### config.mk
export PLATFORM = sky130hd
export DESIGN_NAME = sram_access_sequencer_flat
export DESIGN_NICKNAME = d
export VERILOG_FILES = /design/src/rtl/sram_access_sequencer_pkg.sv /design/src/rtl/sram_access_sequencer_if.sv /design/src/rtl/sram_access_sequencer_sync_fifo.sv /design/src/rtl/sram_access_sequencer.sv /design/src/flat_wrapper.sv
export SDC_FILE = /design/constraint.sdc
export NUM_CORES = 1
export LEC_CHECK = 0
export BUFFER_PORTS_ARGS = -buffer_cell sky130_fd_sc_hd__clkbuf_2
export CAP_MARGIN = 0
export CORE_MARGIN = 3
export CORE_UTILIZATION = 25
export DETAILED_ROUTE_END_ITERATION = 12
export HOLD_SLACK_MARGIN = 0.15
export SKIP_LAST_GASP = 1
export SYNTH_ARGS = -nofsm -noshare
export SYNTH_HDL_FRONTEND = slang
export SYNTH_SLANG_ARGS = --single-unit
### constraint.sdc
create_clock -name clk -period 3 [get_ports clk]
set_input_delay 0.45 -clock clk [delete_from_list [all_inputs] [get_ports clk]]
set_output_delay 0.45 -clock clk [all_outputs]
set_load 0.005 [all_outputs]
### src/rtl/sram_access_sequencer_pkg.sv
// Shared types and constants for the SRAM access sequencer: bus widths, access
// widths, FSM state encoding, the queued request entry and its validity check.
package sram_access_sequencer_pkg;

    localparam int ADDR_BUS = 32;
    localparam int DATA_BUS = 32;

    localparam logic TRUE  = 1'b1;
    localparam logic FALSE = 1'b0;

    localparam logic [ADDR_BUS-1:0] ZERO_ADDR = 32'h0000_0000;
    localparam logic [DATA_BUS-1:0] ZERO_WORD = 32'h0000_0000;

    localparam logic [3:0] WIDTH_BYTE = 4'd1;
    localparam logic [3:0] WIDTH_HALF = 4'd2;
    localparam logic [3:0] WIDTH_WORD = 4'd4;

    typedef enum logic [1:0] {
        ST_IDLE   = 2'd0,
        ST_ACCESS = 2'd1,
        ST_RESP   = 2'd2
    } seq_state_e;

    typedef struct packed {
        logic                we;
        logic [ADDR_BUS-1:0] addr;
        logic [3:0]          width;
        logic [DATA_BUS-1:0] data;
    } req_entry_t;

    localparam int ENTRY_W = $bits(req_entry_t);

    // A request is legal only for widths 1/2/4 with the address aligned to that width.
    function automatic logic req_is_legal(input logic [ADDR_BUS-1:0] addr,
                                          input logic [3:0]          width);
        logic ok;
        case (width)
            WIDTH_BYTE: ok = TRUE;
            WIDTH_HALF: ok = (addr[0] == 1'b0);
            WIDTH_WORD: ok = (addr[1:0] == 2'b00);
            default:    ok = FALSE;
        endcase
        return ok;
    endfunction

endpackage

### src/rtl/sram_access_sequencer_if.sv
// Request/response handshake bundle between a requester (master) and the
// SRAM access sequencer (slave).
interface sram_access_sequencer_if;
    import sram_access_sequencer_pkg::*;

    logic                req_valid;
    logic                req_ready;
    logic                req_we;
    logic [ADDR_BUS-1:0] req_addr;
    logic [3:0]          req_width;
    logic [DATA_BUS-1:0] req_data;

    logic                rsp_valid;
    logic                rsp_ready;
    logic [DATA_BUS-1:0] rsp_data;
    logic                rsp_err;

    modport master (
        output req_valid, req_we, req_addr, req_width, req_data, rsp_ready,
        input  req_ready, rsp_valid, rsp_data, rsp_err
    );

    modport slave (
        input  req_valid, req_we, req_addr, req_width, req_data, rsp_ready,
        output req_ready, rsp_valid, rsp_data, rsp_err
    );
endinterface

### src/rtl/sram_access_sequencer_sync_fifo.sv
// Synchronous FIFO with show-ahead head data; pointers carry one extra wrap
// bit so full and empty are distinguished without a separate counter.
module sync_fifo #(
    parameter int WIDTH = 8,
    parameter int DEPTH = 4
) (
    input  logic             clk,
    input  logic             rst,
    input  logic             push_i,
    input  logic [WIDTH-1:0] wdata_i,
    input  logic             pop_i,
    output logic [WIDTH-1:0] rdata_o,
    output logic             full_o,
    output logic             empty_o
);
    localparam int AW = $clog2(DEPTH);

    logic [WIDTH-1:0] mem_q [DEPTH];
    logic [AW:0]      wr_ptr_q;
    logic [AW:0]      rd_ptr_q;
    logic             do_push_s;
    logic             do_pop_s;

    assign empty_o   = (wr_ptr_q == rd_ptr_q);
    assign full_o    = (wr_ptr_q[AW] != rd_ptr_q[AW]) && (wr_ptr_q[AW-1:0] == rd_ptr_q[AW-1:0]);
    assign do_push_s = push_i && !full_o;
    assign do_pop_s  = pop_i && !empty_o;
    assign rdata_o   = mem_q[rd_ptr_q[AW-1:0]];

    // Pointer update; push and pop in the same cycle leave the occupancy unchanged.
    always_ff @(posedge clk) begin
        if (rst) begin
            wr_ptr_q <= '0;
            rd_ptr_q <= '0;
        end else begin
            if (do_push_s) begin
                wr_ptr_q <= wr_ptr_q + 1'b1;
            end
            if (do_pop_s) begin
                rd_ptr_q <= rd_ptr_q + 1'b1;
            end
        end
    end

    // Storage has no reset: an entry is only ever read after it has been written.
    always_ff @(posedge clk) begin
        if (do_push_s) begin
            mem_q[wr_ptr_q[AW-1:0]] <= wdata_i;
        end
    end
endmodule

### src/rtl/sram_access_sequencer.sv
// Queues load/store requests and replays each one to the mem unit as a fixed
// ACCESS_CYCLES-long chip-enable window, returning one in-order response each.
module sram_access_sequencer
    import sram_access_sequencer_pkg::*;
#(
    parameter int DEPTH         = 4,
    parameter int ACCESS_CYCLES = 2
) (
    input  logic                 clk,
    input  logic                 rst,
    sram_access_sequencer_if.slave bus,
    output logic                 busy,
    output logic                 sram_ce_o,
    output logic                 sram_we_o,
    output logic [ADDR_BUS-1:0]  sram_addr_o,
    output logic [3:0]           sram_width_o,
    output logic [DATA_BUS-1:0]  sram_data_o,
    input  logic [DATA_BUS-1:0]  sram_data_i
);
    localparam int CNT_W = $clog2(ACCESS_CYCLES + 1);
    localparam logic [CNT_W-1:0] CNT_LOAD = CNT_W'(ACCESS_CYCLES - 1);

    seq_state_e          state_q;
    logic [CNT_W-1:0]    cnt_q;
    logic                ce_q;
    logic                we_q;
    logic [ADDR_BUS-1:0] addr_q;
    logic [3:0]          width_q;
    logic [DATA_BUS-1:0] wdata_q;
    logic                rsp_valid_q;
    logic [DATA_BUS-1:0] rsp_data_q;
    logic                rsp_err_q;

    req_entry_t          push_entry_s;
    req_entry_t          head_s;
    logic                fifo_full_s;
    logic                fifo_empty_s;
    logic                req_ready_s;
    logic                push_s;
    logic                pop_s;

    // Ready is forced low during reset so nothing is accepted on the reset edge.
    assign req_ready_s  = !fifo_full_s && !rst;
    assign push_s       = bus.req_valid && req_ready_s;
    assign pop_s        = (state_q == ST_IDLE) && !fifo_empty_s;
    assign push_entry_s = '{we: bus.req_we, addr: bus.req_addr, width: bus.req_width, data: bus.req_data};

    sync_fifo #(
        .WIDTH (ENTRY_W),
        .DEPTH (DEPTH)
    ) u_fifo (
        .clk     (clk),
        .rst     (rst),
        .push_i  (push_s),
        .wdata_i (push_entry_s),
        .pop_i   (pop_s),
        .rdata_o (head_s),
        .full_o  (fifo_full_s),
        .empty_o (fifo_empty_s)
    );

    // Sequencer FSM; every SRAM-side and response-side output is a register here.
    always_ff @(posedge clk) begin
        if (rst) begin
            state_q     <= ST_IDLE;
            cnt_q       <= '0;
            ce_q        <= FALSE;
            we_q        <= FALSE;
            addr_q      <= ZERO_ADDR;
            width_q     <= 4'd0;
            wdata_q     <= ZERO_WORD;
            rsp_valid_q <= FALSE;
            rsp_data_q  <= ZERO_WORD;
            rsp_err_q   <= FALSE;
        end else begin
            case (state_q)
                ST_IDLE: begin
                    if (pop_s) begin
                        if (req_is_legal(head_s.addr, head_s.width)) begin
                            ce_q    <= TRUE;
                            we_q    <= head_s.we;
                            addr_q  <= head_s.addr;
                            width_q <= head_s.width;
                            wdata_q <= head_s.data;
                            cnt_q   <= CNT_LOAD;
                            state_q <= ST_ACCESS;
                        end else begin
                            rsp_valid_q <= TRUE;
                            rsp_err_q   <= TRUE;
                            rsp_data_q  <= ZERO_WORD;
                            state_q     <= ST_RESP;
                        end
                    end
                end
                ST_ACCESS: begin
                    if (cnt_q == '0) begin
                        rsp_data_q  <= we_q ? ZERO_WORD : sram_data_i;
                        rsp_valid_q <= TRUE;
                        rsp_err_q   <= FALSE;
                        ce_q        <= FALSE;
                        we_q        <= FALSE;
                        addr_q      <= ZERO_ADDR;
                        width_q     <= 4'd0;
                        wdata_q     <= ZERO_WORD;
                        state_q     <= ST_RESP;
                    end else begin
                        cnt_q <= cnt_q - 1'b1;
                    end
                end
                ST_RESP: begin
                    if (bus.rsp_ready) begin
                        rsp_valid_q <= FALSE;
                        state_q     <= ST_IDLE;
                    end
                end
                default: begin
                    ce_q        <= FALSE;
                    rsp_valid_q <= FALSE;
                    state_q     <= ST_IDLE;
                end
            endcase
        end
    end

    assign busy          = !fifo_empty_s || (state_q != ST_IDLE);
    assign bus.req_ready = req_ready_s;
    assign bus.rsp_valid = rsp_valid_q;
    assign bus.rsp_data  = rsp_data_q;
    assign bus.rsp_err   = rsp_err_q;
    assign sram_ce_o     = ce_q;
    assign sram_we_o     = we_q;
    assign sram_addr_o   = addr_q;
    assign sram_width_o  = width_q;
    assign sram_data_o   = wdata_q;
endmodule

### src/flat_wrapper.sv
// flat-port wrapper written by rule: the top's interface ports become plain ports
module sram_access_sequencer_flat import sram_access_sequencer_pkg::*;
#(
    parameter int DEPTH         = 4,
    parameter int ACCESS_CYCLES = 2
)
  (clk, rst, busy, sram_ce_o, sram_we_o, sram_addr_o, sram_width_o, sram_data_o, sram_data_i, bus_req_valid, bus_req_we, bus_req_addr, bus_req_width, bus_req_data, bus_rsp_ready, bus_req_ready, bus_rsp_valid, bus_rsp_data, bus_rsp_err);
  sram_access_sequencer_if bus_i ();
  input  logic clk;
  input  logic rst;
  output logic busy;
  output logic sram_ce_o;
  output logic sram_we_o;
  output logic [ADDR_BUS-1:0] sram_addr_o;
  output logic [3:0] sram_width_o;
  output logic [DATA_BUS-1:0] sram_data_o;
  input  logic [DATA_BUS-1:0] sram_data_i;
  input wire logic [$bits(bus_i.req_valid)-1:0] bus_req_valid;
  input wire logic [$bits(bus_i.req_we)-1:0] bus_req_we;
  input wire logic [$bits(bus_i.req_addr)-1:0] bus_req_addr;
  input wire logic [$bits(bus_i.req_width)-1:0] bus_req_width;
  input wire logic [$bits(bus_i.req_data)-1:0] bus_req_data;
  input wire logic [$bits(bus_i.rsp_ready)-1:0] bus_rsp_ready;
  output wire logic [$bits(bus_i.req_ready)-1:0] bus_req_ready;
  output wire logic [$bits(bus_i.rsp_valid)-1:0] bus_rsp_valid;
  output wire logic [$bits(bus_i.rsp_data)-1:0] bus_rsp_data;
  output wire logic [$bits(bus_i.rsp_err)-1:0] bus_rsp_err;
  assign bus_i.req_valid = bus_req_valid;
  assign bus_i.req_we = bus_req_we;
  assign bus_i.req_addr = bus_req_addr;
  assign bus_i.req_width = bus_req_width;
  assign bus_i.req_data = bus_req_data;
  assign bus_i.rsp_ready = bus_rsp_ready;
  assign bus_req_ready = bus_i.req_ready;
  assign bus_rsp_valid = bus_i.rsp_valid;
  assign bus_rsp_data = bus_i.rsp_data;
  assign bus_rsp_err = bus_i.rsp_err;
  sram_access_sequencer #(.DEPTH(DEPTH), .ACCESS_CYCLES(ACCESS_CYCLES)) u_core (.clk(clk), .rst(rst), .bus(bus_i), .busy(busy), .sram_ce_o(sram_ce_o), .sram_we_o(sram_we_o), .sram_addr_o(sram_addr_o), .sram_width_o(sram_width_o), .sram_data_o(sram_data_o), .sram_data_i(sram_data_i));
endmodule
==> implementation parameters, run 1 <==
Parameter                              Value

Outcome
  Run status ... completed

Power and ir drop
  Fraction of power spent switching nets ... 29.9%
  Internal power of the cells ... approximately 11 mW
  Leakage power of the design ... about 7 nW
  Sequential group share of total power ... roughly two fifths
  Power density of the placed cells ... about 760 nW/µm²
  Power share of the combinational group ... between 20 and 25%
  IR Drop Worst-Case VDD ... approximately 0.48 mV
  Share of total power in the clock network ... around 36%
  Sw Pwr ... 4.55 mW

Clock tree
  Number of sinks driven by the clock tree ... between 300 and 400
  Post-cts gate resize count ... 0
  Number of levels the H-tree was split into ... 2
  Clock root buffer ... sky130_fd_sc_hd__clkbuf_16
  Worst skew pair latency ... slightly below 0.6 ns
  Number of buffers inserted to repair setup after CTS ... 0
  Clock tree from TritonCTS ... yes
  Maximum clock insertion buffer count ... 3
  Clock transition at the registers of the reported paths ... around 0.06 ns
  Number of buffers inserted during clock tree synthesis ... 44

Routing
  Remaining antenna violation count after routing ... 0
  DRC ... 0
  Post-DR vias/cell ... between 4 and 5
  Vias after detailed routing ... between 10k and 15k
  Wire length per cell after detailed routing ... 19.3 µm
  Iteration count of the initial detailed-routing pass ... 5
  Total Wirelength ... roughly 42000 µm
  Number of DRC violations after detailed-routing iteration 0 ... ~850

Global routing
  Number of global-route vias before repair ... a little over 10k
  Grt met3 use ... under 10%
  Global-route wire length before repair ... ~63000 µm
  Most used routing layer in global routing ... met2
  Remaining Overflow, GRT ... 0
  Largest net degree at the start of global routing ... 79
  Antenna violations before repair ... 5
  GR Util All Layers ... 12.4%
  Met2 track demand over resource ... about a fifth
  Met1 track demand over resource ... 16.2%

Synthesis
  Nets in the synthesized netlist ... between 1k and 1.5k
  Top cell type's share of synthesized area ... a little over half
  Cells after Synth ... ~1000
  Cell area after technology mapping ... 15600 µm²
  Number of flops mapped to enable cells by yosys ... 276
  Syn avg cell area ... around 16 µm²
  Async SR Flop Fraction ... 0%
  Synth Area in Simple Gates ... roughly 5.5%
  Xor-xnor portion of the synthesized cell area ... less than 1%
  Number of synthesis warnings ... 0
  Top-count cell post-synth ... sky130_fd_sc_hd__edfxtp_1
  Largest family of logic cells by synthesized area ... multiplexers
  Compound-Gate Fraction of Synth Area ... under 10%
  Area leader, netlist ... sky130_fd_sc_hd__edfxtp_1
  Main area contributors after synthesis ... sky130_fd_sc_hd__edfxtp_1, sky130_fd_sc_hd__dfxtp_1, sky130_fd_sc_hd__mux4_2, sky130_fd_sc_hd__a41oi_1, sky130_fd_sc_hd__o41ai_1
  Arithmetic-cell share of the synthesized area counting full adders, half adders and majority gates ... less than 1%
  Flops & latches, synth ... slightly below 400
  Top cells by count, synth ... sky130_fd_sc_hd__edfxtp_1, sky130_fd_sc_hd__dfxtp_1, sky130_fd_sc_hd__clkbuf_1
  Post-synthesis sequential area ratio ... 68.1%
  Yosys cell types ... 44
  Dominant synthesized flop cell ... sky130_fd_sc_hd__edfxtp_1
  Share of synthesized area spent on multiplexers ... about an eighth

Floorplan
  Number of core rows ... 90
  Area of the core ... a little over 60000 µm²
  Die boundary width ... 256 µm
  Die outline area ... 65400 µm²
  Floorplan die height ... about 260 µm
  I/O pin count ... approximately 210
  Effective utilization at floorplan ... 25.5%

Timing
  Final Cycle Share ... a little under nine tenths
  Worst rel slew slack ... between 20% and 30%
  Unrepaired setup endpoints after global routing ... no
  Final hold violation count ... 0
  Worst-margin pin slew ... between 1 and 1.5 ns
  Fin worst setup slack ... ~0.45 ns
  Setup Skew ... approximately 0.024 ns
  Min cycle time layout ... between 2 and 3 ns
  Final slew viol count ... 0
  Aggregate negative setup slack ... 0 ns
  Highest clock rate ... 0.392 GHz
  Total setup violations reported at the end of the flow ... 0

Hold path
  Hold endpoint ... u_core.bus.rsp_data[0]
  Number of instances on the worst hold path ... 3
  Startpoint of the worst hold path ... sram_data_i[0]
  Worst hold-check path type ... primary input to flop

Placed design
  Total placed instance area ... approximately 18000 µm²
  Placed cell count ... about 2.0k
  Count of buffers from port buffering ... 210
  Setup Slack @ Placement ... ~0.44 ns
  Half-perimeter wire length after detailed placement ... 25600 µm
  Routability-driven placement congestion ratio ... 0.812

Final layout
  Final instance area ... just over 20000 µm²
  Post-Layout Cell Count ... about 2.2k
  Area grow syn2layout ... 29.4%
  Final Core Density ... about a third
  Proportion of layout cells with a drive suffix above 1 ... 31.3%
  Final net count ... around 1.4k

Worst setup path
  Slowest cell on crit path ... sky130_fd_sc_hd__mux4_2
  Crit path arrival time ... 3.02 ns
  Worst R2R Path Depth ... 6
  Required time at the endpoint of the critical path ... 3.47 ns
  Crit-path cells ... mux4_2 -> nor3b_1 -> a211o_4 -> buf_4 -> a41oi_1 -> o41ai_1
  Top Family by Delay on Critical Path ... compound AO/OA/AOI/OAI gates
  Startpoint kind of the worst setup timing path ... flop
  Maximum fanout encountered on the critical timing path ... 34
  Crit path buf inv count ... 1
  Critical Path End Type ... flop
  Critical Setup Path Class ... flop to flop
  Worst reg2reg setup slack ... ~0.45 ns
  Critical path's largest stage delay ... between 0.5 and 0.6 ns
  Terminus of the critical flop-to-flop path ... u_core.sram_data_o[28]

Flow run
  Number of violations of the max-capacitance limit ... 0
## worst max-delay path by stage
stage | startpoint | endpoint | cells past startpoint
6_report | flop | u_core.sram_data_o[28] | 6
5_1_grt | flop | u_core.sram_data_o[30] | 6
4_1_cts | flop | u_core.sram_data_o[28] | 6
3_5_place_dp | flop | u_core.sram_data_o[28] | 6
3_3_place_gp | flop | u_core.sram_addr_o[10] | 6
2_1_floorplan | u_core.u_fifo.wr_ptr_q[0] | u_core.u_fifo.mem_q[3][0] | 3
## placed cells by master (no fill, tap or decap), types with 4 or more instances in the layout
cell / instances
sky130_fd_sc_hd__clkbuf_8: 4
sky130_fd_sc_hd__o41ai_2: 19
sky130_fd_sc_hd__edfxtp_1: 276
sky130_fd_sc_hd__a21oi_1: 7
sky130_fd_sc_hd__nor3_1: 59
sky130_fd_sc_hd__clkinv_2: 10
sky130_fd_sc_hd__clkbuf_16: 45
sky130_fd_sc_hd__clkinvlp_4: 4
sky130_fd_sc_hd__a32oi_1: 9
sky130_fd_sc_hd__xnor2_1: 4
sky130_fd_sc_hd__ha_1: 6
sky130_fd_sc_hd__xor2_1: 4
sky130_fd_sc_hd__nand3_1: 12
sky130_fd_sc_hd__nand2_1: 68
sky130_fd_sc_hd__nor2_1: 10
sky130_fd_sc_hd__mux2i_1: 33
sky130_fd_sc_hd__and2_4: 5
sky130_fd_sc_hd__dlygate4sd3_1: 102
sky130_fd_sc_hd__buf_4: 12
sky130_fd_sc_hd__dfxtp_1: 114
sky130_fd_sc_hd__nor4b_1: 9
sky130_fd_sc_hd__a41oi_1: 59
sky130_fd_sc_hd__mux4_2: 69
sky130_fd_sc_hd__o21ai_0: 11
sky130_fd_sc_hd__clkbuf_2: 209
sky130_fd_sc_hd__o41ai_1: 38
sky130_fd_sc_hd__inv_1: 65
sky130_fd_sc_hd__buf_12: 12
sky130_fd_sc_hd__clkbuf_1: 7
## tightest hold or removal path: stages
cell and delay, ns:
sky130_fd_sc_hd__clkbuf_2 0.08, sky130_fd_sc_hd__nand2_1 0.09, sky130_fd_sc_hd__mux2i_1 0.08
## metrics by stage
stage / hold slack [ns] / power [mW]
3_5_place_dp: 0.453 / 9.86
6_report: 0.200 / 15.2
2_1_floorplan: 0.454 / 8.68
5_1_grt: 0.182 / 15.9
3_3_place_gp: 0.443 / 9.82
4_1_cts: 0.163 / 15.5
## cell type report
cell class / instances / area (µm²)
diodes: 3 / 7.51
clock buffers: 56 / 1210
clock inverters: 26 / 262
fillers: 5963 / 40900
inverters: 67 / 254
multi-input cells: 449 / 4380
flip-flops and latches: 392 / 10600
well taps: 828 / 1040
repair buffers: 336 / 2410
## state kept, by name, summed over array words and instances (netlist names), named ones only
signal	count
u_core.sram_addr_o	32
u_core.u_fifo.mem_q	276
u_core.u_fifo.wr_ptr_q	3
u_core.sram_ce_o	1
u_core.sram_data_o	32
u_core.bus.rsp_err	1
u_core.cnt_q	2
u_core.sram_we_o	1
u_core.bus.rsp_data	32
u_core.bus.rsp_valid	1
u_core.sram_width_o	4
u_core.u_fifo.rd_ptr_q	3
u_core.state_q	2
## what timing repair did
| item | 4_1_cts | 5_1_grt |
|---|---|---|
| endpoints found under the setup margin | 0 | 0 |
| hold buffers | 102 | 0 |
| hold endpoints to repair | 314 | 0 |
## metal layers
layer / routed length (µm) / vias to the layer above
met5: 27 / -
met4: 994 / 4
met3: 2700 / 73
met2: 19500 / 311
met1: 18400 / 5086
li1: - / 4559
## logic make-up after synthesis
family                     count (synthesis)
DFF                                      392
and+or+nand+nor                          176
AOI/OAI and AO/OA                        157
buffers and inverters                    155
muxes                                    102
xor gates and xnor gates                   8
adders and majority gates                  6
## power groups by stage
stage / registers (mW) / logic (mW) / clock network, mW
finish: 6.34 / 3.48 / 5.42
global route: 6.37 / 3.74 / 5.82
CTS: 6.34 / 3.53 / 5.61
detailed placement: 6.45 / 3.41 / 0
global placement: 6.44 / 3.38 / 0
floorplan: 6.34 / 2.33 / 0
Note: power is estimated with default switching activity, not from simulation.
==> run 2: changes to the inputs <==
==> constraint.sdc (replaced) <==
create_clock -name clk -period 3 [get_ports clk]
set_input_delay 0.15 -clock clk [delete_from_list [all_inputs] [get_ports clk]]
set_output_delay 0.15 -clock clk [all_outputs]
set_load 0.005 [all_outputs]
==> run 2 against run 1 <==
  * Worst hold slack improved by 0.15 ns
  * Highest routed layer unchanged
  * Combinational power about the same
  * Sequential cell count unchanged
  * Total power decreased by 1.4%
==> implementation parameters, run 2 (synthesis results as in run 1) <==
Parameter                              Value

Hold path
  Worst hold-check path type ... primary input to flop
  Startpoint of the worst hold path ... bus_req_addr[25]

Worst setup path
  Critical Path End Type ... flop
  Slowest cell on crit path ... sky130_fd_sc_hd__mux4_2
  Critical path's largest stage delay ... between 0.5 and 0.6 ns
  Maximum fanout encountered on the critical timing path ... a little under 70
  Crit path arrival time ... 3.04 ns
  Crit-path cells ... mux4_2 -> nor3b_1 -> a211oi_2 -> nor3_4 -> buf_12 -> o41ai_1
  Critical Setup Path Class ... flop to flop
  Startpoint kind of the worst setup timing path ... flop
  Required time at the endpoint of the critical path ... roughly 3.4 ns

Timing
  Highest clock rate ... 0.385 GHz
  Final Cycle Share ... around 87%
  Final slew viol count ... 0
  Worst rel slew slack ... 23.8%
  Unrepaired setup endpoints after global routing ... no
  Worst-margin pin slew ... 1.14 ns
  Aggregate negative setup slack ... 0 ns
  Setup Skew ... about 0.012 ns
  Final hold violation count ... 0
  Fin worst setup slack ... between 0.4 and 0.5 ns
  Min cycle time layout ... about 2.6 ns
  Total setup violations reported at the end of the flow ... 0

Final layout
  Area grow syn2layout ... 29.4%
  Final net count ... 1413
  Max reg flops ... between 200 and 300
  Final Core Density ... roughly a third
  Proportion of layout cells with a drive suffix above 1 ... a little under a third
  Post-Layout Cell Count ... between 2k and 2.5k
  Fillcell total ... ~6k
  Highest-count cells in the layout ignoring fill and taps ... sky130_fd_sc_hd__edfxtp_1, sky130_fd_sc_hd__clkbuf_2, sky130_fd_sc_hd__dfxtp_1, sky130_fd_sc_hd__dlygate4sd3_1, sky130_fd_sc_hd__mux4_2
  Area taken by multi-input logic gates ... ~4400 µm²
  Most common library cell in the layout ignoring fill and taps ... sky130_fd_sc_hd__edfxtp_1
  Final instance area ... 20200 µm²
  Area of all sequential standard cells ... about 11000 µm²

Floorplan
  Floorplan die height ... roughly 260 µm
  Die boundary width ... 256 µm
  Area of the core ... roughly 60000 µm²
  I/O pin count ... between 200 and 250
  Effective utilization at floorplan ... about a quarter
  Die outline area ... around 65000 µm²
  Number of core rows ... 90

Power and ir drop
  Sw Pwr ... 4.44 mW
  Power density of the placed cells ... between 700 and 800 nW/µm²
  Leakage power of the design ... 6.96 nW
  Power share of the combinational group ... 23.1%
  IR Drop Worst-Case VDD ... 0.463 mV
  Internal power of the cells ... between 10 and 15 mW
  Sequential group share of total power ... a little over two fifths
  Fraction of power spent switching nets ... 29.6%
  Share of total power in the clock network ... approximately a third

Placed design
  Total placed instance area ... 17700 µm²
  Half-perimeter wire length after detailed placement ... roughly 26000 µm
  Setup Slack @ Placement ... 0.438 ns
  Count of buffers from port buffering ... 210
  Placed cell count ... 1980
  Routability-driven placement congestion ratio ... 0.815

Routing
  DRC ... 0
  Remaining antenna violation count after routing ... 0
  Total Wirelength ... roughly 42000 µm
  Wire length per cell after detailed routing ... 19.3 µm
  Number of DRC violations after detailed-routing iteration 0 ... 857
  Iteration count of the initial detailed-routing pass ... 4
  Post-DR vias/cell ... approximately 4.6
  Vias after detailed routing ... between 9k and 10k

Flow run
  Number of violations of the max-capacitance limit ... 0

Global routing
  Antenna violations before repair ... 4
  Number of global-route vias before repair ... between 10k and 15k
  Largest net degree at the start of global routing ... a little under 80
  Global-route wire length before repair ... approximately 63000 µm
  GR Util All Layers ... between 10% and 20%
  Remaining Overflow, GRT ... 0

Clock tree
  Number of sinks driven by the clock tree ... roughly 390
  Number of levels the H-tree was split into ... 2
  Clock tree from TritonCTS ... yes
  Worst skew pair latency ... approximately 0.56 ns
  Clock transition at the registers of the reported paths ... 0.06 ns
  Post-cts gate resize count ... 0
  Number of buffers inserted during clock tree synthesis ... 44
  Clock root buffer ... sky130_fd_sc_hd__clkbuf_16
  Maximum clock insertion buffer count ... 3

Outcome
  Run status ... completed
## run 2: cell type report
cell class	instances	share of cell area [%]
Antenna cell	2	0.0248
Clock buffer	62	6.30
Clock inverter	19	0.738
Inverter	67	1.26
Multi-Input combinational cell	449	21.7
Sequential cell	392	52.7
Tap cell	828	5.14
Timing Repair Buffer	348	12.2
## run 2: path summary, 6_finish.rpt
| check | end | slack (ns) | depth (start not counted) |
|---|---|---|---|
| setup reg to reg | u_core.sram_addr_o[25] | 0.40 | 6 |
| hold / removal | u_core.u_fifo.mem_q[0][61] | 0.35 | 2 |
| hold reg to reg | u_core.bus.rsp_data[30] | 0.46 | 2 |
| setup / recovery | u_core.sram_addr_o[25] | 0.40 | 6 |
## run 2: critical path: cells and delay by family, from the launching register on
kind	cells	cell delay (ns)
AO/OA/AOI/OAI	2	0.86
buffers and inverters	1	0.22
flip-flops	1	0.44
multiplexers	1	0.57
AND/OR/NAND/NOR	2	0.29
## run 2: through the flow
stage | power [mW] | hold slack [ns]
after floorplan | 8.68 | 0.249
after global placement | 9.82 | 0.364
after detailed placement | 9.87 | 0.374
after CTS | 15.3 | 0.293
after global routing | 15.7 | 0.335
final | 15.0 | 0.351
## run 2: repair_timing
item / in CTS / in global routing
hold buffers: 104 / 0
buffers inserted: 0 / 0
hold endpoints to repair: 319 / 0
## run 2: layer usage
metal / routed length [µm] / GRT usage [%]
met4: 926 / 3.77
met1: 18200 / 16.4
met2: 19400 / 20.0
met3: 3150 / 3.47
met5: 27 / 0
## run 2: power by group through the flow
stage	sequential [mW]	combinational, mW	clock, mW
after global routing	6.37	3.76	5.61
after global placement	6.45	3.37	0
after floorplan	6.34	2.33	0
final	6.33	3.47	5.22
after CTS	6.34	3.55	5.41
after detailed placement	6.46	3.42	0
==> run 3: changes to the inputs <==
- CORE_UTILIZATION: 25 -> 56
- PLACE_DENSITY: unset -> 0.79
- SYNTH_HIERARCHICAL: unset -> 1
- clock period: 3 -> 2.4 ns (I/O delays scaled with it)
==> run 3 against run 2 <==
  * The run now ends with setup timing left
  * Register-to-register slack got worse by 0.45 ns
  * Final area fell by 8.4%
  * Critical endpoint is now u_core/sram_addr_o[9]
  * Clock power rose by 25%
  * Core utilization rose by 43 points
  * Clock skew rose by 0.016 ns
  * Via count fell by 17%
  * First-iteration DRC count fell by 22%
==> implementation parameters, run 3 <==
Parameter                              Value

Outcome
  Run status ... complete, but fails checks
  Failing checks ... setup timing

Routing
  Iteration count of the initial detailed-routing pass ... 5
  Remaining antenna violation count after routing ... 0
  Total Wirelength ... between 30000 and 40000 µm
  Number of DRC violations after detailed-routing iteration 0 ... about 670
  DRC ... 0
  Vias after detailed routing ... 8301
  Post-DR vias/cell ... 5.79
  Wire length per cell after detailed routing ... 22.4 µm

Timing
  Final Cycle Share ... 102%
  Min cycle time layout ... roughly 2.4 ns
  Highest clock rate ... approximately 0.41 GHz
  Final hold violation count ... 0
  Fin worst setup slack ... -0.0483 ns
  Hold Worst Slack ... 0.341 ns
  Setup Skew ... 0.0274 ns
  Aggregate negative setup slack ... -1.28 ns
  Final slew viol count ... 0
  Worst rel slew slack ... 50.6%
  Total setup violations reported at the end of the flow ... between 70 and 80
  Unrepaired setup endpoints after global routing ... yes
  Worst-margin pin slew ... roughly 0.74 ns

Synthesis
  Area leader, netlist ... sky130_fd_sc_hd__edfxtp_1
  Cell area after technology mapping ... approximately 14000 µm²
  Syn avg cell area ... between 15 and 20 µm²
  Top cell type's share of synthesized area ... around 60%
  Flops & latches, synth ... approximately 390
  Nets in the synthesized netlist ... a little over 800
  Top cells by count, synth ... sky130_fd_sc_hd__edfxtp_1, sky130_fd_sc_hd__dfxtp_1, sky130_fd_sc_hd__a22o_1
  Async SR Flop Fraction ... 0%
  Top-count cell post-synth ... sky130_fd_sc_hd__edfxtp_1
  Number of flops mapped to enable cells by yosys ... ~280
  Yosys cell types ... between 40 and 50
  Number of synthesis warnings ... 6
  Cells after Synth ... 716
  Main area contributors after synthesis ... sky130_fd_sc_hd__edfxtp_1, sky130_fd_sc_hd__dfxtp_1, sky130_fd_sc_hd__mux4_2, sky130_fd_sc_hd__a22o_1, sky130_fd_sc_hd__buf_2
  Post-synthesis sequential area ratio ... between 70 and 80%
  Dominant synthesized flop cell ... sky130_fd_sc_hd__edfxtp_1

Final layout
  Final net count ... around 1.2k
  Max reg flops ... between 200 and 300
  Area grow syn2layout ... 32.1%
  Fillcell total ... 1350
  Proportion of layout cells with a drive suffix above 1 ... between 30% and 40%
  Post-Layout Cell Count ... around 1.4k
  Area taken by multi-input logic gates ... around 3200 µm²
  Final Core Density ... 75.5%
  Most common library cell in the layout ignoring fill and taps ... sky130_fd_sc_hd__edfxtp_1
  Highest-count cells in the layout ignoring fill and taps ... sky130_fd_sc_hd__edfxtp_1, sky130_fd_sc_hd__clkbuf_2, sky130_fd_sc_hd__dfxtp_1, sky130_fd_sc_hd__dlygate4sd3_1, sky130_fd_sc_hd__a22o_1
  Area of all sequential standard cells ... between 10000 and 15000 µm²

Global routing
  Antenna violations before repair ... 1
  Remaining Overflow, GRT ... 0
  GR Util All Layers ... between 20% and 30%
  Global-route wire length before repair ... about 48000 µm
  Number of global-route vias before repair ... between 8k and 9k
  Largest net degree at the start of global routing ... 44

Power and ir drop
  Power density of the placed cells ... around 900 nW/µm²
  Leakage power of the design ... 6.79 nW
  Final Total Pwr ... approximately 17 mW
  IR Drop Worst-Case VDD ... just over 0.9 mV

Worst setup path
  Crit path arrival time ... between 2 and 3 ns
  Required time at the endpoint of the critical path ... roughly 2.8 ns
  Critical Setup Path Class ... flop to flop
  Startpoint kind of the worst setup timing path ... flop
  Maximum fanout encountered on the critical timing path ... 13
  Critical Path End Type ... flop

Floorplan
  Die outline area ... between 20000 and 30000 µm²
  Area of the core ... about 24000 µm²
  Number of core rows ... 57
  I/O pin count ... about 210
  Die boundary width ... roughly 160 µm
  Floorplan die height ... 164 µm
  Effective utilization at floorplan ... a little under three fifths

Clock tree
  Worst skew pair latency ... 0.54 ns
  Maximum clock insertion buffer count ... 3
  Clock transition at the registers of the reported paths ... approximately 0.060 ns
  Number of levels the H-tree was split into ... 2
  Number of buffers inserted during clock tree synthesis ... 40
  Clock root buffer ... sky130_fd_sc_hd__clkbuf_16
  Clock tree from TritonCTS ... yes
  Number of sinks driven by the clock tree ... about 390

Placed design
  Half-perimeter wire length after detailed placement ... ~18000 µm
  Routability-driven placement congestion ratio ... just under 0.8
  Count of buffers from port buffering ... between 200 and 250
  Placed cell count ... around 1.3k

Hold path
  Worst hold-check path type ... primary input to flop

Flow run
  Number of violations of the max-capacitance limit ... 0
## run 3: critical path: stages, from the launching register on
cell and delay, ns:
sky130_fd_sc_hd__dfxtp_4 0.37, sky130_fd_sc_hd__mux4_2 0.50, sky130_fd_sc_hd__or3b_1 0.40, sky130_fd_sc_hd__a211oi_2 0.23
sky130_fd_sc_hd__nor2_2 0.13, sky130_fd_sc_hd__a21o_4 0.27, sky130_fd_sc_hd__buf_4 0.21, sky130_fd_sc_hd__a22o_1 0.23
## run 3: final timing paths
kind / startpoint / to / slack, ns / cells past startpoint
max reg2reg: flop / u_core/sram_addr_o[9] / -0.05 / 7
min reg2reg: u_core/sram_width_o[3] / u_core/sram_width_o[3] / 0.47 / 2
min: bus_req_data[11] / u_core/u_fifo/mem_q[3][11] / 0.34 / 2
max: flop / u_core/sram_addr_o[9] / -0.05 / 7
## run 3: per-layer routing
metal | GRT usage (%) | vias to the layer above | routed length, µm
met4 | 7.04 | 0 | 816
met2 | 40.8 | 364 | 16400
met3 | 4.64 | 65 | 2260
met5 | 0 | - | 0
met1 | 29.9 | 4206 | 12700
li1 | - | 3666 | -
## run 3: power breakdown
| group | internal (mW) | switching (mW) |
|---|---|---|
| logic | 1.40 | 1.32 |
| registers | 7.63 | 0.229 |
| clock network | 3.93 | 2.58 |
## run 3: layout make-up
class,count,area share (%)
flip-flops and latches,392,57.5
multi-input cells,273,17.5
repair buffers,362,15.0
clock buffers,51,5.96
well taps,324,2.19
clock inverters,22,1.65
inverters,9,0.183
diodes,1,0.0135
## run 3: kinds of logic after synthesis
kind of cell	share of synthesized area [%]
DFF	75.8
AOI/OAI and AO/OA	8.20
muxes	11.1
and+or+nand+nor	2.20
buffers and inverters	1.77
xor gates and xnor gates	0.376
adders and majority gates	0.536
## run 3: timing repair
action,in CTS,in global routing
setup buffers,0,2
endpoints found under the hold margin,317,0
gates resized for setup,1,2
endpoints found under the setup margin,64,103
hold buffers,104,0
cloned,0,3
## run 3: per-stage QoR
| stage | worst slack [ns] | cell area, µm² |
|---|---|---|
| floorplan | -0.419 | 14200 |
| global placement | 0.00523 | 15900 |
| detailed placement | -0.0296 | 15900 |
| CTS | -0.0576 | 18400 |
| global route | -0.137 | 18500 |
| finish | -0.0483 | 18500 |
